[src/rtl/seg_scroll_pkg.sv]
// Shared glyph codes, active-low {g..a} segment patterns and the glyph decoder
// used by the scrolling banner and its per-digit decoders.
package seg_scroll_pkg;

  localparam int GLYPH_W = 5;

  localparam logic [GLYPH_W-1:0] GLYPH_BLANK = 5'd16;
  localparam logic [GLYPH_W-1:0] GLYPH_H     = 5'd17;
  localparam logic [GLYPH_W-1:0] GLYPH_E     = 5'd18;
  localparam logic [GLYPH_W-1:0] GLYPH_L     = 5'd19;
  localparam logic [GLYPH_W-1:0] GLYPH_O     = 5'd20;
  localparam logic [GLYPH_W-1:0] GLYPH_C     = 5'd21;

  localparam logic [6:0] SEG_0     = 7'b1000000;
  localparam logic [6:0] SEG_1     = 7'b1111001;
  localparam logic [6:0] SEG_2     = 7'b0100100;
  localparam logic [6:0] SEG_3     = 7'b0110000;
  localparam logic [6:0] SEG_4     = 7'b0011001;
  localparam logic [6:0] SEG_5     = 7'b0010010;
  localparam logic [6:0] SEG_6     = 7'b0000010;
  localparam logic [6:0] SEG_7     = 7'b1111000;
  localparam logic [6:0] SEG_8     = 7'b0000000;
  localparam logic [6:0] SEG_9     = 7'b0010000;
  localparam logic [6:0] SEG_A     = 7'b0001000;
  localparam logic [6:0] SEG_B     = 7'b0000011;
  localparam logic [6:0] SEG_C     = 7'b1000110;
  localparam logic [6:0] SEG_D     = 7'b0100001;
  localparam logic [6:0] SEG_E     = 7'b0000110;
  localparam logic [6:0] SEG_F     = 7'b0001110;
  localparam logic [6:0] SEG_H     = 7'b0001001;
  localparam logic [6:0] SEG_L     = 7'b1000111;
  localparam logic [6:0] SEG_BLANK = 7'b1111111;

  typedef enum logic {LED_UP, LED_DOWN} led_state_e;

  function automatic logic [6:0] glyph_to_seg(input logic [GLYPH_W-1:0] g);
    logic [6:0] s;
    s = SEG_BLANK;
    case (g)
      5'd0:    s = SEG_0;
      5'd1:    s = SEG_1;
      5'd2:    s = SEG_2;
      5'd3:    s = SEG_3;
      5'd4:    s = SEG_4;
      5'd5:    s = SEG_5;
      5'd6:    s = SEG_6;
      5'd7:    s = SEG_7;
      5'd8:    s = SEG_8;
      5'd9:    s = SEG_9;
      5'd10:   s = SEG_A;
      5'd11:   s = SEG_B;
      5'd12:   s = SEG_C;
      5'd13:   s = SEG_D;
      5'd14:   s = SEG_E;
      5'd15:   s = SEG_F;
      GLYPH_H: s = SEG_H;
      GLYPH_E: s = SEG_E;
      GLYPH_L: s = SEG_L;
      GLYPH_O: s = SEG_0;
      GLYPH_C: s = SEG_C;
      default: s = SEG_BLANK;
    endcase
    return s;
  endfunction

endpackage

[src/rtl/seg_scroll_ctrl_seg7_decode.sv]
// Combinational glyph-to-segment decoder for one digit; zero latency, no flow control.
module seg7_decode
  import seg_scroll_pkg::*;
(
  input  logic [4:0] glyph,
  output logic [6:0] seg
);

  assign seg = glyph_to_seg(glyph);

endmodule

[src/rtl/seg_scroll_ctrl.sv]
// Scrolling message banner plus bouncing LED bar; hex/ledr registered one cycle
// after the state they show, step/wrap are single-cycle pulses, no backpressure.
module seg_scroll_ctrl
  import seg_scroll_pkg::*;
#(
  parameter int NUM_DIGITS = 4,
  parameter int MSG_LEN    = 16,
  parameter int TICK_DIV   = 24000000,
  parameter int LED_COUNT  = 10,
  parameter int LED_DIV    = 1335000,
  localparam int LW = $clog2(MSG_LEN + 1),
  localparam int AW = $clog2(MSG_LEN)
)
(
  input  logic                    clock,
  input  logic                    reset,
  input  logic                    enable,
  input  logic                    pause,
  input  logic                    dir,
  input  logic [LW-1:0]           msg_len,
  input  logic                    wr_en,
  input  logic [AW-1:0]           wr_addr,
  input  logic [4:0]              wr_data,
  output logic [7*NUM_DIGITS-1:0] hex,
  output logic [LED_COUNT-1:0]    ledr,
  output logic                    step,
  output logic                    wrap
);

  localparam int TW  = (TICK_DIV > 1) ? $clog2(TICK_DIV) : 1;
  localparam int LDW = (LED_DIV > 1) ? $clog2(LED_DIV) : 1;
  localparam int PW  = $clog2(MSG_LEN + NUM_DIGITS + 1);
  localparam int LPW = (LED_COUNT > 1) ? $clog2(LED_COUNT) : 1;

  logic [TW-1:0]  tick_cnt_q, tick_cnt_d;
  logic [PW-1:0]  p_q, p_d;
  logic           step_q, step_d, wrap_q, wrap_d;
  logic [LDW-1:0] led_cnt_q, led_cnt_d;
  logic [LPW-1:0] led_pos_q, led_pos_d;
  led_state_e     led_st_q, led_st_d;
  logic [7*NUM_DIGITS-1:0] hex_q, hex_d;
  logic [LED_COUNT-1:0]    ledr_q, ledr_d;
  logic [4:0]     msg_q [MSG_LEN];
  logic [4:0]     msg_d [MSG_LEN];

  logic [LW-1:0]  len_eff;
  logic [PW-1:0]  p_max;
  logic [4:0]     glyph [NUM_DIGITS];
  logic [7*NUM_DIGITS-1:0] seg_all;
  int             idx;

  assign len_eff = (msg_len > LW'(MSG_LEN)) ? LW'(MSG_LEN) : msg_len;
  assign p_max   = PW'(len_eff) + PW'(NUM_DIGITS);

  always_comb begin
    msg_d = msg_q;
    if (wr_en && (int'(wr_addr) < MSG_LEN)) msg_d[wr_addr] = wr_data;
  end

  // Digit d shows stream index p+N-1-d; the stream is N blanks, the message, N blanks.
  always_comb begin
    idx = 0;
    for (int d = 0; d < NUM_DIGITS; d++) begin
      idx      = int'(p_q) + NUM_DIGITS - 1 - d;
      glyph[d] = GLYPH_BLANK;
      if (idx >= NUM_DIGITS && idx < NUM_DIGITS + int'(len_eff))
        glyph[d] = msg_q[AW'(idx - NUM_DIGITS)];
    end
  end

  for (genvar g = 0; g < NUM_DIGITS; g++) begin : g_dec
    seg7_decode u_dec (
      .glyph (glyph[g]),
      .seg   (seg_all[7*g +: 7])
    );
  end

  always_comb begin
    tick_cnt_d = tick_cnt_q;
    p_d        = p_q;
    step_d     = 1'b0;
    wrap_d     = 1'b0;
    if (!enable) begin
      tick_cnt_d = '0;
      p_d        = '0;
    end else if (!pause) begin
      if (tick_cnt_q == TW'(TICK_DIV - 1)) begin
        tick_cnt_d = '0;
        step_d     = 1'b1;
        // A shrunk message can leave p beyond the new end; restart from 0.
        if (p_q > p_max) begin
          p_d    = '0;
          wrap_d = 1'b1;
        end else if (!dir) begin
          if (p_q == p_max) begin
            p_d    = '0;
            wrap_d = 1'b1;
          end else begin
            p_d = p_q + PW'(1);
          end
        end else begin
          if (p_q == '0) begin
            p_d    = p_max;
            wrap_d = 1'b1;
          end else begin
            p_d = p_q - PW'(1);
          end
        end
      end else begin
        tick_cnt_d = tick_cnt_q + TW'(1);
      end
    end
  end

  always_comb begin
    led_cnt_d = led_cnt_q;
    led_pos_d = led_pos_q;
    led_st_d  = led_st_q;
    if (!enable) begin
      led_cnt_d = '0;
      led_pos_d = '0;
      led_st_d  = LED_UP;
    end else if (!pause) begin
      if (led_cnt_q == LDW'(LED_DIV - 1)) begin
        led_cnt_d = '0;
        case (led_st_q)
          LED_UP: begin
            led_pos_d = led_pos_q + LPW'(1);
            if (led_pos_d == LPW'(LED_COUNT - 1)) led_st_d = LED_DOWN;
          end
          default: begin
            led_pos_d = led_pos_q - LPW'(1);
            if (led_pos_d == '0) led_st_d = LED_UP;
          end
        endcase
      end else begin
        led_cnt_d = led_cnt_q + LDW'(1);
      end
    end
  end

  always_comb begin
    hex_d  = enable ? seg_all : '1;
    ledr_d = enable ? (LED_COUNT'(1) << led_pos_q) : '0;
  end

  always_ff @(posedge clock or posedge reset) begin
    if (reset) begin
      tick_cnt_q <= '0;
      p_q        <= '0;
      step_q     <= 1'b0;
      wrap_q     <= 1'b0;
      led_cnt_q  <= '0;
      led_pos_q  <= '0;
      led_st_q   <= LED_UP;
      hex_q      <= '1;
      ledr_q     <= '0;
      for (int i = 0; i < MSG_LEN; i++) msg_q[i] <= GLYPH_BLANK;
    end else begin
      tick_cnt_q <= tick_cnt_d;
      p_q        <= p_d;
      step_q     <= step_d;
      wrap_q     <= wrap_d;
      led_cnt_q  <= led_cnt_d;
      led_pos_q  <= led_pos_d;
      led_st_q   <= led_st_d;
      hex_q      <= hex_d;
      ledr_q     <= ledr_d;
      msg_q      <= msg_d;
    end
  end

  assign hex  = hex_q;
  assign ledr = ledr_q;
  assign step = step_q;
  assign wrap = wrap_q;

endmodule

[config.mk]
export PLATFORM = sky130hd
export DESIGN_NAME = seg_scroll_ctrl
export DESIGN_NICKNAME = d
export VERILOG_FILES = /design/src/rtl/seg_scroll_pkg.sv /design/src/rtl/seg_scroll_ctrl_seg7_decode.sv /design/src/rtl/seg_scroll_ctrl.sv
export SDC_FILE = /design/constraint.sdc
export NUM_CORES = 1
export LEC_CHECK = 0
export ABC_AREA = 0
export BUFFER_PORTS_ARGS = -buffer_cell sky130_fd_sc_hd__buf_2
export CAP_MARGIN = 20
export CELL_PAD_IN_SITES_DETAIL_PLACEMENT = 1
export CELL_PAD_IN_SITES_GLOBAL_PLACEMENT = 2
export CORE_MARGIN = 2
export CORE_UTILIZATION = 37
export DETAILED_ROUTE_END_ITERATION = 8
export GPL_TIMING_DRIVEN = 0
export PLACE_DENSITY = 0.68
export SETUP_SLACK_MARGIN = 0.1
export SLEW_MARGIN = 10
export SYNTH_ARGS = -nofsm -noshare
export SYNTH_HDL_FRONTEND = slang
export SYNTH_HIERARCHICAL = 1
export SYNTH_SLANG_ARGS = --single-unit
[constraint.sdc]
create_clock -name clock -period 7.16 [get_ports clock]
set_input_delay 1.074 -clock clock [delete_from_list [all_inputs] [get_ports clock]]
set_output_delay 1.074 -clock clock [all_outputs]
set_load 0.05 [all_outputs]
Yosys cells after proc, flatten, opt, wreduce, memory -nomap -nowiden
Memory sizes are Yosys's and may differ from the RTL's.
Index checks and enable logic that the tools add are counted.
{"block": "op_classes", "n_reduce_logical": 9, "order_cmp": 16, "shifts": 1, "muxes": 55, "addsub": 17, "n_bitwise": 5, "eq_ne": 7}
{"cell": "$mux W5", "count": 21}
{"cell": "$bmux W5 S4", "count": 4}
{"cell": "$bwmux W80", "count": 1}
{"cell": "$mux W25", "count": 3}
{"cell": "$mux W21", "count": 3}
{"cell": "$mux W28", "count": 1}
{"cell": "$add A25 B1 Y25 const B", "count": 1}
{"cell": "$eq A25 B25 Y1 const B", "count": 1}
{"cell": "$ge A8 B4 Y1 const B", "count": 3}
{"cell": "$lt A8 B7 Y1", "count": 3}
{"cell": "$add A21 B1 Y21 const B", "count": 1}
{"cell": "$eq A21 B21 Y1 const B", "count": 1}
{"cell": "$demux W5 S4", "count": 1}
{"cell": "$ge A4 B5 Y1 const B", "count": 4}
{"cell": "$mux W1", "count": 16}
{"cell": "$mux W4", "count": 4}
{"cell": "$not A4 Y4", "count": 4}
{"cell": "$sub A4 B4 Y4 const B", "count": 4}
{"cell": "$sub A7 B3 Y8 const B", "count": 2}
{"cell": "$mux W10", "count": 1}
{"cell": "$shl A1 B4 Y10 const A", "count": 1}
{"cell": "$sub A7 B2 Y8 const B", "count": 1}
{"cell": "$ge A7 B4 Y1 const B", "count": 1}
{"cell": "$lt A7 B7 Y1", "count": 1}
{"cell": "other kinds (21)", "count": 27}
{"block": "word_totals", "elab_cells": 139, "input_bits": 20, "ff_bits": 176, "romBits": 896, "memories": 4}
{"name": "(no name shown)", "depth": 32, "word_bits": 7, "read_ports": 1, "rd_clocked_by_memory_dff": 0, "write_ports": 0, "line": "seg_scroll_pkg.sv:39", "rtl": "case (g)"}
{"name": "(no name shown)", "depth": 32, "word_bits": 7, "read_ports": 1, "rd_clocked_by_memory_dff": 0, "write_ports": 0, "line": "seg_scroll_pkg.sv:39"}
{"name": "(no name shown)", "depth": 32, "word_bits": 7, "read_ports": 1, "rd_clocked_by_memory_dff": 0, "write_ports": 0, "line": "seg_scroll_pkg.sv:39"}
{"name": "(no name shown)", "depth": 32, "word_bits": 7, "read_ports": 1, "rd_clocked_by_memory_dff": 0, "write_ports": 0, "line": "seg_scroll_pkg.sv:39"}

Longest topological paths before layout
Gate-level depths: netlist of the first run.
An unclocked memory read counts as a cell.
{"block": "depth", "depth_word": 11, "mapped_depth": 25, "depth_no_buf": 21}

Cells and area by module
Netlist of the first run, hierarchy kept.
{"mod": "seg_scroll_ctrl", "cells_each": 989, "instances": 1, "area_per_inst_um2": 11313.4, "seq_area_each_um2": 4459.3}
{"mod": "seg7_decode (g_dec[1].u_dec ...)", "cells_each": 52, "instances": 2, "area_per_inst_um2": 411.6, "seq_area_each_um2": 0.0}
{"mod": "seg7_decode (g_dec[0].u_dec)", "cells_each": 56, "instances": 1, "area_per_inst_um2": 455.4, "seq_area_each_um2": 0.0}
{"mod": "seg7_decode (g_dec[2].u_dec)", "cells_each": 56, "instances": 1, "area_per_inst_um2": 449.2, "seq_area_each_um2": 0.0}

Worst setup path before layout of the first run
OpenSTA, ideal clock, no wires.
{"block": "synth_path", "path_kind": "register to register", "start": "register p_q[0]", "end": "register hex_q[17], in the netlist hex[17]", "path_stages_with_launch": 25, "arrival_time_ps": 5815, "setup_ps": 88, "path_buffers": 7, "setup_slack_ps": 1257, "required_time_ps": 7072, "cell_sequence": "dfrtp_1 buf_4 buf_2 clkinv_1 clkbuf_1 ha_1 buf_2 buf_2 buf_2 inv_1 ha_1 clkbuf_1 inv_1 ha_1 o21a_1 o21ai_0 a21oi_1 a211o_1 a211oi_1 inv_1 ha_1 nor2_1 a2111oi_2 a211oi_2 nand2b_1"}
{"element": "from (decl)", "line": "seg_scroll_ctrl.sv:36", "rtl": "logic [PW-1:0] p_q, p_d;"}
{"element": "from (signal assigned)", "line": "seg_scroll_ctrl.sv:161", "rtl": "p_q <= p_d;"}
{"element": "to (signal assigned)", "line": "seg_scroll_ctrl.sv:156", "rtl": "hex_q <= '1;"}
{"element": "to (signal assigned)", "line": "seg_scroll_ctrl.sv:167", "rtl": "hex_q <= hex_d;"}
{"element": "to (decl)", "line": "seg_scroll_ctrl.sv:41", "rtl": "logic [7*NUM_DIGITS-1:0] hex_q, hex_d;"}

==> reports/qor.csv, run 1 <==
stage;metric;value;unit
outcome;status;completed;
worst_hold_path;Hold Startpoint;tick_cnt_q[24]$_DFFE_PP0P_;
power;Seq pwr share;0.477;
grt;vias in the first global route;10160;
routing;Residual DRC;0;
worst_setup_path;critical path type;register to register;
yosys;Async SR Flop Fraction;1.000;
worst_hold_path;hold depth;2;
cts;buffers from clock root to sink, at most;2;
sta;Layout Skew;12.58;ps
layout;final core utilization;0.4249;
grt;Congestion Overflow GR;0;
routing;drt first-iter violations;604;
cts;CTS hold repair buffers;0;
floorplanning;Die W;191.7;µm
cts;CTS tree;yes;
worst_setup_path;Setup crit start kind;register;
yosys;FF+latch count, synth;176;
sta;RSZ-0062 raised after global routing;no;
routing;Initial DRT Pass Iterations;4;
floorplanning;total die area;36760;µm²
layout;# diodes;0;
floorplanning;Die H;191.7;µm
yosys;top cells by area, synth;dfrtp_1 25%, mux4_2 13%, dfstp_2 8.9%, mux2_2 8.2%, ha_1 8.0%;
cts;clk root buf;clkbuf_16;
power;P per Cell Area;179.9;nW/µm²
grt;met3 usage;0.04714;
floorplanning;Core Region;34630;µm²
worst_setup_path;R2R Path Start;p_q[0]$_DFFE_PP0P_;
power;maximum VDD drop;0.0001696;V
sta;final worst path period share;0.9258;
yosys;Synth top area share;0.2533;
worst_hold_path;worst hold endpoint;tick_cnt_q[24]$_DFFE_PP0P_;
routing;antenna viol nets, final;0;
yosys;Seq/Total Area, Yosys;0.3419;
grt;largest net degree at the start of global routing;107;
power;LEAKAGE;5.896;nW
yosys;synthesized area;13040;µm²
placed_design;PortBufs;56;
cts;Worst-Skew Late Latency;460;ps
layout;Syn-to-layout area delta;12.83;%
yosys;EDFF count, synth;0;
routing;via count;9978;
yosys;ys flop type;dfrtp_1;
routing;drt wl/cell;21.87;µm
sta;setup TNS;0;ps
worst_setup_path;Max FO, Critical Path;13;
power;Comb pwr share;0.167;
worst_setup_path;Worst Path Required;7530;ps
sta;fin worst setup slack;531.3;ps
yosys;post-synth top area cell;dfrtp_1;
power;Clk pwr share;0.357;
routing;Vias/cell;5.653;
sta;final-report setup violation count;0;
layout;Final Instance Area;14710;µm²
grt;met2 layer usage reported by global route;0.3418;
placed_design;GPL Wtd Cong;0.8479;
cts;Worst-path clk slew;70;ps
layout;layout cell share with drive strength beyond 1;0.3084;
worst_setup_path;critical path arrival;7000;ps
worst_setup_path;RR Endpoint;hex[17]$_DFF_PP1_;
grt;first-pass GRT wire length;60940;µm
worst_hold_path;Hold WC Path Type;register to register;
yosys;Synth Warn #;6;
sta;Max Freq;150.9;MHz
sta;Final Hold Fails;0;
floorplanning;initial core utilization;0.3766;
flow_run;max-cap viol count;0;
sta;Max-slew headroom;0.3423;
routing;Routed WL;38610;µm
cts;number of H-tree levels;4;
grt;met1 Use GR;0.3068;
worst_setup_path;r2r setup slk;530;ps
grt;total track usage;0.2183;
sta;minimum clock period;6629;ps
yosys;post-synth cell types;86;
sta;Final Max Tran Viols;0;
sta;Slew @ Worst Pin;982.9;ps
grt;number of antenna violations at the first check in global routing;0;
worst_setup_path;reg2reg path depth;24;
power;P_sw;0.7767;mW
floorplanning;io pins;60;
placed_design;DP HPWL;27990;µm
yosys;Mean Syn Cell Area;10.82;µm²
worst_setup_path;crit path capture type;register;
layout;fin nets;1400;
grt;GRT busiest layer;met2;
placed_design;dpl cell area;13930;µm²
placed_design;Post-Place Worst Slack;-1146;ps
cts;CTS Buf Count;17;
cts;clock sink count;176;
yosys;Cells after Synth;1205;
power;Pint;1.870;mW
floorplanning;row count;68;
power;switching share of power;0.2935;
-- sequential cells by signal, indices dropped and copies added (netlist names) --
signal	flops
hex	28
led_cnt_q	21
led_pos_q	4
led_st_q	1
ledr	10
msg_q	80
p_q	5
step	1
tick_cnt_q	25
wrap	1
-- how the worst max path moves through the flow --
stage | startpoint | to | slack, ps | cells past startpoint
after detailed placement | p_q[0]$_DFFE_PP0P_ | hex[17]$_DFF_PP1_ | -1150 | 24
final | p_q[0]$_DFFE_PP0P_ | hex[17]$_DFF_PP1_ | 530 | 24
after global placement | p_q[0]$_DFFE_PP0P_ | hex[17]$_DFF_PP1_ | -1110 | 24
after CTS | p_q[0]$_DFFE_PP0P_ | hex[17]$_DFF_PP1_ | 120 | 24
after global routing | p_q[0]$_DFFE_PP0P_ | hex[17]$_DFF_PP1_ | 60 | 24
after floorplan | p_q[0]$_DFFE_PP0P_ | hex[17]$_DFF_PP1_ | 1260 | 24
-- metal layers --
layer	wire, µm	part of all wire
met2	18010	0.47
met4	532	0.014
met5	0	0
met3	1824	0.047
met1	18250	0.47
-- Yosys cell counts (all sizes together) (3+ instances only) --
cell type and number:
xnor2 24, clkbuf 29, nand3 22, nand2 67
mux4 75, nand4 14, and3 14, nor3b 10
a221oi 8, a2111oi 10, o22a 4, o21a 6
nor4 6, or3 11, a22oi 3, inv 47
o31ai 5, xor2 36, a22o 5, mux2 97
and2 13, o211ai 6, nor3 17, nor2 84
mux2i 41, a21boi 3, nand2b 52, or4 4
nand3b 9, dfrtp 132, o21ai 51, a31oi 10
a21oi 40, dfstp 44, o22ai 5, and4 4
a311oi 4, or4b 3, a211oi 19, buf 38
ha 83, nor2b 21, or2 5
-- through the flow --
step | hold WS, ps | power, mW | instances
6_report | 523.7 | 2.646 | 1765
5_1_grt | 565.6 | 2.772 | 1765
4_1_cts | 530.6 | 2.673 | 1751
3_5_place_dp | 513.6 | 1.709 | 1719
3_3_place_gp | 493.4 | 1.693 | 1718
2_1_floorplan | 459.1 | 1.556 | 1207
-- final cells by class --
| cell class | count | area, µm² |
|---|---|---|
| clock buffer | 17 | 425.4 |
| multi-input combinational | 916 | 8139 |
| clock inverter | 15 | 147.6 |
| sequential | 176 | 4459 |
| inverter | 48 | 188.9 |
| fill | 3871 | 19910 |
| timing repair buffer | 71 | 412.9 |
| buffer | 67 | 371.6 |
| tap | 455 | 569.3 |
-- cell usage in the layout, fill, tap and decap left out, drive strengths merged, types with 40 or more instances in the layout --
master  count
dfrtp     132
buf       107
mux2       97
nor2       84
ha         83
mux4       75
nand2      67
inv        55
nand2b     52
o21ai      51
clkbuf     48
dfstp      44
mux2i      41
a21oi      40
-- kinds of logic after synthesis --
group,share of synthesized area
and+or+nand+nor,0.1490
xor gates and xnor gates,0.04030
buffers and inverters,0.04135
DFF,0.3419
muxes,0.2453
other,0.0002875
adders and majority gates,0.07963
AOI/OAI and AO/OA,0.1022
-- repair_timing --
item | in CTS | in global routing
gates resized for setup | 15 | 11
endpoints found under the setup margin | 28 | 23
buffers inserted | 0 | 14
pin swaps | 0 | 4
-- power groups by stage --
stage	combinational (mW)	sequential, mW	clock [mW]
floorplan	0.340	1.22	0
global placement	0.427	1.27	0
detailed placement	0.438	1.27	0
CTS	0.444	1.25	0.974
global route	0.478	1.28	1.02
finish	0.441	1.26	0.944
-- worst max-delay path, cell delays in order, from the launching register on --
cell and delay (ps):
dfrtp_1 490, buf_4 240, buf_4 300, clkinv_2 200, clkbuf_2 300, ha_1 490, buf_2 280, clkbuf_4 320
clkbuf_4 310, inv_1 220, ha_1 370, clkbuf_4 280, inv_1 90, ha_1 280, o21a_1 110, o21ai_0 160
a21oi_1 90, a211o_1 350, a211oi_4 380, inv_1 180, ha_1 370, nor2_1 80, a2111oi_2 370, a211oi_2 80
nand2b_1 150
Note: power is estimated with default switching activity, not from simulation.
==> run 2, diff against run 1 <==
--- a/config.mk
+++ b/config.mk
@@ -6,6 +6,7 @@
 export NUM_CORES = 1
 export LEC_CHECK = 0
 export ABC_AREA = 0
+export ABC_CLOCK_PERIOD_IN_PS = 7160
 export BUFFER_PORTS_ARGS = -buffer_cell sky130_fd_sc_hd__buf_2
 export CAP_MARGIN = 20
 export CELL_PAD_IN_SITES_DETAIL_PLACEMENT = 1
==> constraint.sdc (replaced) <==
create_clock -name clock -period 7.16 [get_ports clock]
set_input_delay 0.358 -clock clock [delete_from_list [all_inputs] [get_ports clock]]
set_output_delay 0.358 -clock clock [all_outputs]
set_load 0.005 [all_outputs]
==> run 2 against run 1 <==
Net effect:
- flip-flop and latch count did not move
- maximum frequency barely moved
- count of clock-buffer cells in the layout did not move
- non-clock buffer count rose by 1
- total power barely moved
- register-to-register slack barely moved
- highest routed layer unchanged
==> reports/qor.csv, run 2 (synthesis gave the netlist of run 1 again) <==
stage;metric;value;unit
outcome;status;completed;
power;LEAKAGE;5.900;nW
grt;Congestion Overflow GR;0;
floorplanning;Die W;191.7;µm
layout;fin nets;1401;
worst_setup_path;crit path capture type;register;
grt;vias in the first global route;10160;
sta;Final Max Tran Viols;0;
floorplanning;Core Region;34630;µm²
layout;layout cell share with drive strength beyond 1;0.3082;
worst_setup_path;critical path type;register to register;
worst_setup_path;CP most frequent cell;ha_1;
layout;max reg flops;80;
layout;largest register by flop count;msg_q;
sta;RSZ-0062 raised after global routing;no;
cts;clock sink count;176;
placed_design;PortBufs;56;
routing;Routed WL;38620;µm
sta;Layout Skew;11.31;ps
worst_setup_path;CP cell instances;buf_4 > buf_4 > clkinv_2 > clkbuf_2 > ha_1 > buf_2 > clkbuf_4 > clkbuf_4 > inv_1 > ha_1 > clkbuf_4 > inv_1 > ha_1 > o21a_1 > o21ai_0 > a21oi_1 > a211o_1 > a211oi_4 > inv_1 > ha_1 > nor2_1 > a2111oi_2 > a211oi_2 > nand2b_1;
floorplanning;initial core utilization;0.3766;
worst_setup_path;Critical Path Slowest Stage Cell;dfrtp_1;
grt;total track usage;0.2183;
worst_setup_path;crit-path leading delay family;buffers and inverters;
worst_setup_path;Worst Path Required;7530;ps
worst_setup_path;Crit path largest cell delay;490;ps
worst_setup_path;critical path arrival;7000;ps
power;P per Cell Area;179.6;nW/µm²
sta;Max Freq;151.0;MHz
cts;number of H-tree levels;4;
worst_setup_path;Setup crit start kind;register;
layout;Syn-to-layout area delta;12.90;%
sta;Slew @ Worst Pin;996.4;ps
layout;most frequent cells in the layout;132 x dfrtp_1, 95 x mux2_2, 83 x ha_1, 78 x nor2_1, 77 x buf_2;
sta;final-report setup violation count;0;
cts;Worst-path clk slew;70;ps
sta;WHS;212.9;ps
sta;Final Hold Fails;0;
worst_setup_path;Crit. Startpoint;p_q[0]$_DFFE_PP0P_;
worst_setup_path;WP buf/inv;11;
routing;Vias/cell;5.640;
routing;Initial DRT Pass Iterations;4;
layout;# diodes;0;
grt;first-pass GRT wire length;60950;µm
grt;largest net degree at the start of global routing;107;
routing;drt first-iter violations;583;
sta;final worst path period share;0.9250;
routing;drt wl/cell;21.87;µm
cts;buffers from clock root to sink, at most;2;
power;maximum VDD drop;0.0001698;V
routing;antenna viol nets, final;0;
placed_design;GPL Wtd Cong;0.8479;
flow_run;max-cap viol count;0;
worst_setup_path;Max FO, Critical Path;13;
layout;most common library cell in the layout ignoring fill and taps;dfrtp_1;
cts;CTS Buf Count;17;
layout;final core utilization;0.4252;
worst_setup_path;R2R Path Start;p_q[0]$_DFFE_PP0P_;
routing;Residual DRC;0;
sta;minimum clock period;6623;ps
floorplanning;row count;68;
cts;clk root buf;clkbuf_16;
floorplanning;Die H;191.7;µm
sta;Max-slew headroom;0.3333;
floorplanning;total die area;36760;µm²
grt;number of antenna violations at the first check in global routing;0;
worst_hold_path;Hold WC Path Type;input pin to register;
floorplanning;io pins;60;
cts;CTS tree;yes;
routing;via count;9960;
placed_design;DP HPWL;27990;µm
worst_hold_path;Hold Startpoint;wr_data[3];
cts;Worst-Skew Late Latency;460;ps
-- run 2: layout make-up --
cell class / count / area (µm²)
buffer: 67 / 371.6
clock buffer: 17 / 425.4
clock inverter: 15 / 147.6
fill: 3870 / 19900
inverter: 48 / 188.9
multi-input combinational: 916 / 8139
sequential: 176 / 4459
tap: 455 / 569.3
timing repair buffer: 72 / 422.9
-- run 2: final timing paths --
path,endpoint,slack [ps],cells after the start
setup / recovery,hex[17]$_DFF_PP1_,540,24
hold / removal,msg_q[23]$_DFFE_PP0P_,210,2
setup reg to reg,hex[17]$_DFF_PP1_,540,24
hold reg to reg,tick_cnt_q[24]$_DFFE_PP0P_,520,2
max in group asynchronous,tick_cnt_q[14]$_DFFE_PP0P_,5690,4
min in group asynchronous,led_cnt_q[15]$_DFFE_PP0P_,500,3
-- run 2: power breakdown --
group	internal [mW]	switching, mW	total, mW
sequential	1.12	0.143	1.26
clock	0.489	0.453	0.943
combinational	0.262	0.179	0.441
-- run 2: per-layer routing --
metal / vias to the layer above / global-route usage / part of all wire
met4: 0 / 0.05385 / 0.014
met2: 214 / 0.3418 / 0.46
met1: 5086 / 0.3069 / 0.47
met5: - / 0 / 0
met3: 39 / 0.04714 / 0.050
li1: 4621 / - / -
-- run 2: per-stage QoR --
| stage | TNS [ps] | power, mW | area (µm²) | cells | setup WS [ps] |
|---|---|---|---|---|---|
| 6_report | 0 | 2.645 | 14720 | 1766 | 537.1 |
| 2_1_floorplan | 0 | 1.555 | 13050 | 1207 | 1257 |
| 5_1_grt | 0 | 2.772 | 14720 | 1766 | 57.63 |
| 3_3_place_gp | -38090 | 1.692 | 13900 | 1718 | -1114 |
| 3_5_place_dp | -16380 | 1.708 | 13930 | 1719 | -1146 |
| 4_1_cts | 0 | 2.672 | 14580 | 1752 | 121.8 |
-- run 2: what timing repair did --
item                                   4_1_cts  5_1_grt
pin swaps                                    0        4
setup endpoints to repair                   28       23
setup buffers                                0       14
hold buffers                                 1        0
endpoints found under the hold margin       42        0
cloned                                       0        0
gates resized for setup                     15       11
==> run 3, diff against run 2 <==
--- a/config.mk
+++ b/config.mk
@@ -6,7 +6,7 @@
 export NUM_CORES = 1
 export LEC_CHECK = 0
 export ABC_AREA = 0
-export ABC_CLOCK_PERIOD_IN_PS = 7160
+export ABC_CLOCK_PERIOD_IN_PS = 7800
 export BUFFER_PORTS_ARGS = -buffer_cell sky130_fd_sc_hd__buf_2
 export CAP_MARGIN = 20
 export CELL_PAD_IN_SITES_DETAIL_PLACEMENT = 1
==> constraint.sdc (replaced) <==
create_clock -name clock -period 7.8 [get_ports clock]
set_input_delay 0.39 -clock clock [delete_from_list [all_inputs] [get_ports clock]]
set_output_delay 0.39 -clock clock [all_outputs]
set_load 0.01 [all_outputs]
==> run 3 against run 2 <==
Net effect:
- maximum frequency shrank 7.1%
- hold slack improved by 34 ps
- worst setup slack better by 140 ps
- clock power fell by 8.4%
- clock skew is essentially flat
- critical path depth unchanged
- largest cell class unchanged
- highest routed layer unchanged
==> reports/qor.csv, run 3 (synthesis gave the netlist of run 1 again) <==
stage;metric;value;unit
sta;Max-slew headroom;0.3357;
placed_design;GPL Wtd Cong;0.8479;
grt;total track usage;0.2181;
cts;clk root buf;clkbuf_16;
worst_hold_path;hold depth;2;
outcome;status;completed;
sta;WHS;246.7;ps
sta;setup TNS;0;ps
cts;CTS Buf Count;17;
floorplanning;initial core utilization;0.3766;
power;Seq pwr share;0.478;
power;LEAKAGE;5.817;nW
floorplanning;total die area;36760;µm²
floorplanning;row count;68;
sta;Max Freq;140.3;MHz
layout;Syn-to-layout area delta;11.85;%
flow_run;max-cap viol count;0;
worst_setup_path;critical path arrival;7500;ps
layout;fin nets;1387;
sta;Layout Skew;11.18;ps
placed_design;Placed Cells incl. Taps;1719;
routing;antenna viol nets, final;0;
worst_setup_path;crit path capture type;register;
layout;largest register by flop count;msg_q;
routing;Vias/cell;5.655;
floorplanning;Die W;191.7;µm
power;Comb pwr share;0.166;
power;P_sw;0.7095;mW
layout;most frequent cells in the layout;132 x dfrtp_1, 95 x mux2_2, 83 x ha_1, 81 x nor2_1, 79 x buf_2;
floorplanning;Core Region;34630;µm²
layout;fin cells;1752;
sta;final-report setup violation count;0;
layout;max reg flops;80;
worst_setup_path;Worst Path Required;8170;ps
floorplanning;io pins;60;
routing;Initial DRT Pass Iterations;4;
cts;Worst-path clk slew;70;ps
layout;layout cell share with drive strength beyond 1;0.2976;
layout;# diodes;0;
routing;drt first-iter violations;564;
sta;final worst path period share;0.9135;
cts;clock sink count;176;
power;switching share of power;0.2925;
layout;most common library cell in the layout ignoring fill and taps;dfrtp_1;
grt;number of antenna violations at the first check in global routing;0;
grt;Congestion Overflow GR;0;
worst_setup_path;Max FO, Critical Path;13;
sta;Final Hold Fails;0;
power;Clk pwr share;0.356;
cts;number of H-tree levels;4;
placed_design;DP HPWL;27990;µm
sta;RSZ-0062 raised after global routing;no;
placed_design;PortBufs;56;
cts;buffers from clock root to sink, at most;2;
worst_setup_path;critical path type;register to register;
power;maximum VDD drop;0.0001557;V
floorplanning;Die H;191.7;µm
sta;minimum clock period;7125;ps
routing;drt wl/cell;21.99;µm
grt;first-pass GRT wire length;60940;µm
grt;largest net degree at the start of global routing;107;
worst_setup_path;reg2reg path depth;24;
sta;Final Max Tran Viols;0;
cts;Worst-Skew Late Latency;460;ps
routing;Routed WL;38520;µm
routing;Residual DRC;0;
worst_setup_path;Setup crit start kind;register;
layout;fill count;3863;
power;Pint;1.716;mW
routing;via count;9908;
worst_hold_path;Hold WC Path Type;input pin to register;
power;P per Cell Area;166.3;nW/µm²
sta;Slew @ Worst Pin;992.8;ps
grt;vias in the first global route;10170;
cts;CTS tree;yes;
## run 3: changes by cell type in the layout (fill, tap and decap cells not counted), sizes merged
cell,delta
clkbuf,-1
clkinvlp,+1
buf,-13
clkinv,-1
## run 3: final cells by class
type	instances	area (µm²)	share of cell area
plain buffers	67	362.8	0.02488
multi-input cells	916	8113	0.5562
well taps	455	569.3	0.03903
clock buffers	17	425.4	0.02916
inverters	48	191.4	0.01312
flip-flops and latches	176	4459	0.3057
repair buffers	58	317.8	0.02179
clock inverters	15	147.6	0.01012
## run 3: layer usage
metal / share of wire / up-vias / global-route usage
li1: - / 4587 / -
met1: 0.47 / 5087 / 0.3086
met2: 0.47 / 198 / 0.3410
met3: 0.047 / 36 / 0.04312
met4: 0.014 / 0 / 0.05651
met5: 0 / - / 0
## run 3: worst max-delay path: stages (launching register included)
cell	delay (ps)
dfrtp_1	500
buf_4	240
clkbuf_4	320
clkinvlp_4	250
clkbuf_1	380
ha_1	540
buf_2	270
buf_2	350
buf_2	380
inv_1	260
ha_1	380
clkbuf_2	370
inv_1	120
ha_1	290
o21a_1	110
o21ai_0	170
a21oi_1	90
a211o_1	350
a211oi_4	410
inv_1	200
ha_1	360
nor2_1	60
a2111oi_2	370
a211oi_2	80
nand2b_1	150
## run 3: repair_timing
action | 4_1_cts | 5_1_grt
setup buffers | 0 | 0
setup endpoints to repair | 15 | 25
gates cloned | 0 | 0
endpoints found under the hold margin | 26 | 0
hold buffers | 1 | 0
resized for setup | 7 | 8
## run 3: power groups by stage
stage | combinational (mW) | sequential (mW) | clock [mW]
after floorplan | 0.312 | 1.12 | 0
after global placement | 0.391 | 1.16 | 0
after detailed placement | 0.401 | 1.17 | 0
after CTS | 0.405 | 1.15 | 0.894
after global routing | 0.436 | 1.17 | 0.931
final | 0.403 | 1.16 | 0.864
## run 3: final timing paths
check                                            from                    endpoint  slack (ps)
setup reg to reg                   p_q[0]$_DFFE_PP0P_           hex[17]$_DFF_PP1_         670
hold reg to reg            tick_cnt_q[24]$_DFFE_PP0P_  tick_cnt_q[24]$_DFFE_PP0P_         520
max in group asynchronous                       reset  tick_cnt_q[15]$_DFFE_PP0P_        6310
setup / recovery                   p_q[0]$_DFFE_PP0P_           hex[17]$_DFF_PP1_         670
min in group asynchronous                       reset   led_cnt_q[15]$_DFFE_PP0P_         530
hold / removal                             wr_data[3]       msg_q[48]$_DFFE_PP0P_         250
## run 3: metrics by stage
stage	utilization	instance area [µm²]	total power [mW]	setup slack [ps]
6_report	0.4212	14590	2.426	674.7
2_1_floorplan	-	13050	1.428	1897
5_1_grt	0.4212	14590	2.542	130.0
3_5_place_dp	0.4024	13930	1.568	-505.8
4_1_cts	0.4201	14550	2.451	159.7
3_3_place_gp	0.4014	13900	1.553	-473.9
